### config.mk
export PLATFORM = sky130hd
export DESIGN_NAME = ce_prescaler
export DESIGN_NICKNAME = d
export VERILOG_FILES = /design/src/rtl/ce_prescaler_pkg.sv /design/src/rtl/ce_prescaler_sync_edge.sv /design/src/rtl/ce_prescaler.sv
export SDC_FILE = /design/constraint.sdc
export NUM_CORES = 1
export LEC_CHECK = 0
export CAP_MARGIN = 20
export CORE_UTILIZATION = 52
export DETAILED_ROUTE_END_ITERATION = 10
export PLACE_DENSITY = 0.76
export REMOVE_ABC_BUFFERS = 1
export SYNTH_ARGS = -nofsm -noshare
export SYNTH_HDL_FRONTEND = slang
export SYNTH_SLANG_ARGS = --single-unit
### constraint.sdc
create_clock -name clk_i -period 1.51 [get_ports clk_i]
set_input_delay 0.302 -clock clk_i [delete_from_list [all_inputs] [get_ports clk_i]]
set_output_delay 0.302 -clock clk_i [all_outputs]
set_load 0.05 [all_outputs]
### src/rtl/ce_prescaler_pkg.sv
// Shared definitions for the clock-enable prescaler: FSM state encodings and
// default widths.
package ce_prescaler_pkg;

  localparam int DIV_W_DEF       = 8;
  localparam int SYNC_STAGES_DEF = 2;

  typedef enum logic [1:0] {
    ST_STOP    = 2'b00,
    ST_RUN     = 2'b01,
    ST_STEP    = 2'b10,
    ST_ILLEGAL = 2'b11
  } state_e;

endpackage

### src/rtl/ce_prescaler_sync_edge.sv
// Multi-flop synchroniser for an asynchronous pad input, followed by a
// rising-edge detector on the synchronised level.
module ce_prescaler_sync_edge #(
  parameter int SYNC_STAGES = 2
) (
  input  logic clk_i,
  input  logic n_reset_i,
  input  logic async_i,
  output logic level_o,
  output logic rise_o
);

  logic [SYNC_STAGES-1:0] sync_reg;
  logic                   prev_reg;

  always_ff @(posedge clk_i or negedge n_reset_i) begin
    if (!n_reset_i) begin
      sync_reg <= '0;
      prev_reg <= 1'b0;
    end else begin
      sync_reg <= {sync_reg[SYNC_STAGES-2:0], async_i};
      prev_reg <= sync_reg[SYNC_STAGES-1];
    end
  end

  assign level_o = sync_reg[SYNC_STAGES-1];
  assign rise_o  = sync_reg[SYNC_STAGES-1] & ~prev_reg;

endmodule

### src/rtl/ce_prescaler.sv
// Programmable clock-enable generator: free-running pulse every div+1 cycles
// while run is asserted, or exactly one pulse per step request.
module ce_prescaler
  import ce_prescaler_pkg::*;
#(
  parameter int DIV_W       = DIV_W_DEF,
  parameter int SYNC_STAGES = SYNC_STAGES_DEF
) (
  input  logic             clk_i,
  input  logic             n_reset_i,
  input  logic             run_i,
  input  logic             step_i,
  input  logic [DIV_W-1:0] div_i,
  output logic             ce_o,
  output logic             running_o
);

  logic run_s;
  logic run_rise_unused;
  logic step_s;
  logic step_rise;

  state_e           state_reg, state_next;
  logic [DIV_W-1:0] presc_reg, presc_next;
  logic [DIV_W-1:0] div_q_reg, div_q_next;
  logic             ce_reg, ce_next;

  ce_prescaler_sync_edge #(.SYNC_STAGES(SYNC_STAGES)) u_sync_run (
    .clk_i     (clk_i),
    .n_reset_i (n_reset_i),
    .async_i   (run_i),
    .level_o   (run_s),
    .rise_o    (run_rise_unused)
  );

  ce_prescaler_sync_edge #(.SYNC_STAGES(SYNC_STAGES)) u_sync_step (
    .clk_i     (clk_i),
    .n_reset_i (n_reset_i),
    .async_i   (step_i),
    .level_o   (step_s),
    .rise_o    (step_rise)
  );

  always_ff @(posedge clk_i or negedge n_reset_i) begin
    if (!n_reset_i) begin
      state_reg <= ST_STOP;
      presc_reg <= '0;
      div_q_reg <= '0;
      ce_reg    <= 1'b0;
    end else begin
      state_reg <= state_next;
      presc_reg <= presc_next;
      div_q_reg <= div_q_next;
      ce_reg    <= ce_next;
    end
  end

  always_comb begin
    state_next = state_reg;
    presc_next = presc_reg;
    div_q_next = div_q_reg;
    ce_next    = 1'b0;
    case (state_reg)
      ST_STOP: begin
        presc_next = '0;
        if (run_s) begin
          state_next = ST_RUN;
          div_q_next = div_i;
        end else if (step_rise) begin
          state_next = ST_STEP;
          div_q_next = div_i;
        end
      end
      ST_RUN: begin
        if (!run_s) begin
          // Partial period is discarded; restart always counts a full period.
          state_next = ST_STOP;
          presc_next = '0;
        end else if (presc_reg == div_q_reg) begin
          ce_next    = 1'b1;
          presc_next = '0;
        end else begin
          presc_next = presc_reg + DIV_W'(1);
        end
      end
      ST_STEP: begin
        if (presc_reg == div_q_reg) begin
          ce_next    = 1'b1;
          presc_next = '0;
          state_next = run_s ? ST_RUN : ST_STOP;
        end else begin
          presc_next = presc_reg + DIV_W'(1);
          // Promoting to RUN keeps the count so the pending pulse is not lost.
          if (run_s) state_next = ST_RUN;
        end
      end
      default: begin
        state_next = ST_STOP;
        presc_next = '0;
      end
    endcase
  end

  assign ce_o      = ce_reg;
  assign running_o = (state_reg != ST_STOP);

`ifdef FORMAL
  always_ff @(posedge clk_i) begin
    if (n_reset_i) begin
      assert (presc_reg <= div_q_reg);
      // A step pulse always leaves STEP, so ce never shows while still in STEP.
      assert (!(state_reg == ST_STEP && ce_reg));
      assert (!(state_reg == ST_STOP && ce_reg && $past(state_reg) != ST_STEP));
    end
  end
`endif

endmodule

==> flow_summary.ini <==
[run]
cap_violations = 0

[setup_path]
end_kind = register
startpoint_type = register
worstSetupPathType = register to register
crit_fanout = 4
critPathLaunch = state_reg[0]
worstPathArrival_ns = 1.79
cp.required_ns = 1.73
r2r-start = state_reg[0]

[cts]
cts_buffer_depth = 2
cts_tree = built
postCtsHoldBufs = 0
cts_buffers = 3
htree_num_levels = 1
clk_latency_ns = 0.32
cts_sinks = 24
clkTransAtPathRegs_ns = 0.13
cts-root-buf = clkbuf_4

[outcome]
status = finished, violations left
violations = setup timing

[global_routing]
track_usage = 0.212
grt_max_degree = 25
grt_pass1_vias = 709
antenna_found_initial = 0
grt_pass1_wl_mm = 3.13
overflow = 0

[finish]
insertedDiodeCount = 0
layout_common_cells = 24 x dfrtp_1, 15 x buf_4, 13 x xor2_1
drive_gt1_frac = 0.342
area_delta_synth_final_pct = 36.7
fill_cells = 149
fin_util = 0.752
fin_cells = 147
design_area_um2 = 1460
nets = 137
final_common_cell = dfrtp_1

[power_and_ir_drop]
leakage_nw = 0.675
power_density_nw_per_um2 = 1640
ir_drop_mv = 1.22

[floorplanning]
die_h_um = 47.3
rows = 16
dieArea_um2 = 2240
initial_core_util = 0.550
pin_count = 14
die_w_um = 47.3
core_region_area_um2 = 1940

[timing]
setup_viol = 2
period_share = 1.04
rsz0062_at_grt = true
finClkSkew_ns = 0.00757
relSlewSlack = 0.799
slew_violations = 0
setup_ws_ns = -0.0570
hold_violations = 0
fmax_mhz = 638
worst_pin_slew_ns = 0.302
min_period_ns = 1.57

[routing]
drc = 0
wl_mm = 2.07
routedWlPerCell_um = 14.1
drtIter0Drc = 9
drtAntennaViolNets = 0
vias_per_cell = 5.10
vias = 750
drtPass1Iterations = 3

[place]
dp_cells = 138
dp_hpwl_mm = 1.45
buffer_ports.inserted = 13
place_area_um2 = 1330
gp_congestion = 0.813

[logic_synthesis]
syn_area_um2 = 1070
async_reset_ff_frac = 1.00
yosysWarnings = 0
seq_area_frac_synth = 0.562
yosys.area_share.simple = 0.118
syn_avg_cell_area_um2 = 12.1
synth_top_family_by_area = simple AND/OR/NAND/NOR gates
synth_xor_area_frac = 0.115
synth_edf_count = 0
ys.flop_type = dfrtp_1
synthAdderAreaFrac = 0.0468
synth_cell_types = 25
syn_inst = 88
synth_seq_cells = 24
synth_compound_area_frac = 0.0550
muxShareOfSynthArea = 0.0843

[min_path]
hp-class = primary input to asynchronous set/reset pin
## cell usage after synthesis, types with 2 or more instances
cell type	number	area, um^2
nand3_1	5	25.0
a21oi_1	2	10.0
nand2_1	3	11.3
xor2_1	13	114
ha_1	4	50.1
inv_1	4	15.0
nor2_1	9	33.8
dfrtp_1	24	601
mux2_2	8	90.1
## what timing repair did
item	in CTS	in global routing
buffers inserted	1	4
gates resized for setup	7	6
endpoints found under the setup margin	11	11
pin swaps	6	3
## routing by layer
metal	global-route usage	wire length, um
met2	0.340	1140
met5	0	0
met3	0.0577	42
met4	0.0857	36
met1	0.272	850
## cell families after synthesis
group	after synthesis
buf+inv	5
fa+ha+maj	4
simple gates	25
mux	8
xor+xnor	14
compound gates	8
flops	24
## per-stage QoR
step | setup TNS, ns | power (W) | worst slack (ns) | hold slack [ns]
after floorplan | 0 | 0.00140 | 0.109 | 0.00641
after global placement | -0.205 | 0.00167 | -0.0328 | 0.333
after detailed placement | -0.394 | 0.00172 | -0.0583 | 0.335
after CTS | -0.0692 | 0.00225 | -0.0385 | 0.321
after global routing | -0.371 | 0.00252 | -0.111 | 0.351
final | -0.0620 | 0.00239 | -0.0570 | 0.323
## worst max-delay path, cell delays in order, from the launching register on
cell	delay, ns
dfrtp_1	0.42
inv_2	0.07
buf_4	0.14
ha_1	0.21
buf_4	0.16
nor3_2	0.18
a21oi_1	0.06
a22o_1	0.22
## layout make-up
type | instances | area, um^2 | share of cell area
Inverter | 4 | 17.5 | 0.0120
Tap cell | 27 | 33.8 | 0.0231
Clock buffer | 3 | 22.5 | 0.0154
Sequential cell | 24 | 601 | 0.411
Multi-Input combinational cell | 59 | 482 | 0.330
Clock inverter | 1 | 30.0 | 0.0206
Timing Repair Buffer | 29 | 274 | 0.188
## final timing paths
check | to | slack [ns] | depth (start not counted)
min in group clk_i | u_sync_run.sync_reg[1] | 0.36 | 0
max in group asynchronous | presc_reg[7] | 0.95 | 2
min | presc_reg[3] | 0.32 | 2
min reg2reg | u_sync_run.sync_reg[1] | 0.36 | 0
max | state_reg[0] | -0.06 | 7
max reg2reg | state_reg[0] | -0.06 | 7
## power by group
group          internal (W)  leakage, nW  switching [W]
clock network      0.000269       0.0279       0.000185
logic              0.000562        0.345       0.000469
registers          0.000793        0.303       0.000111
total               0.00162        0.675       0.000765
Note: power is estimated with default switching activity, not from simulation.
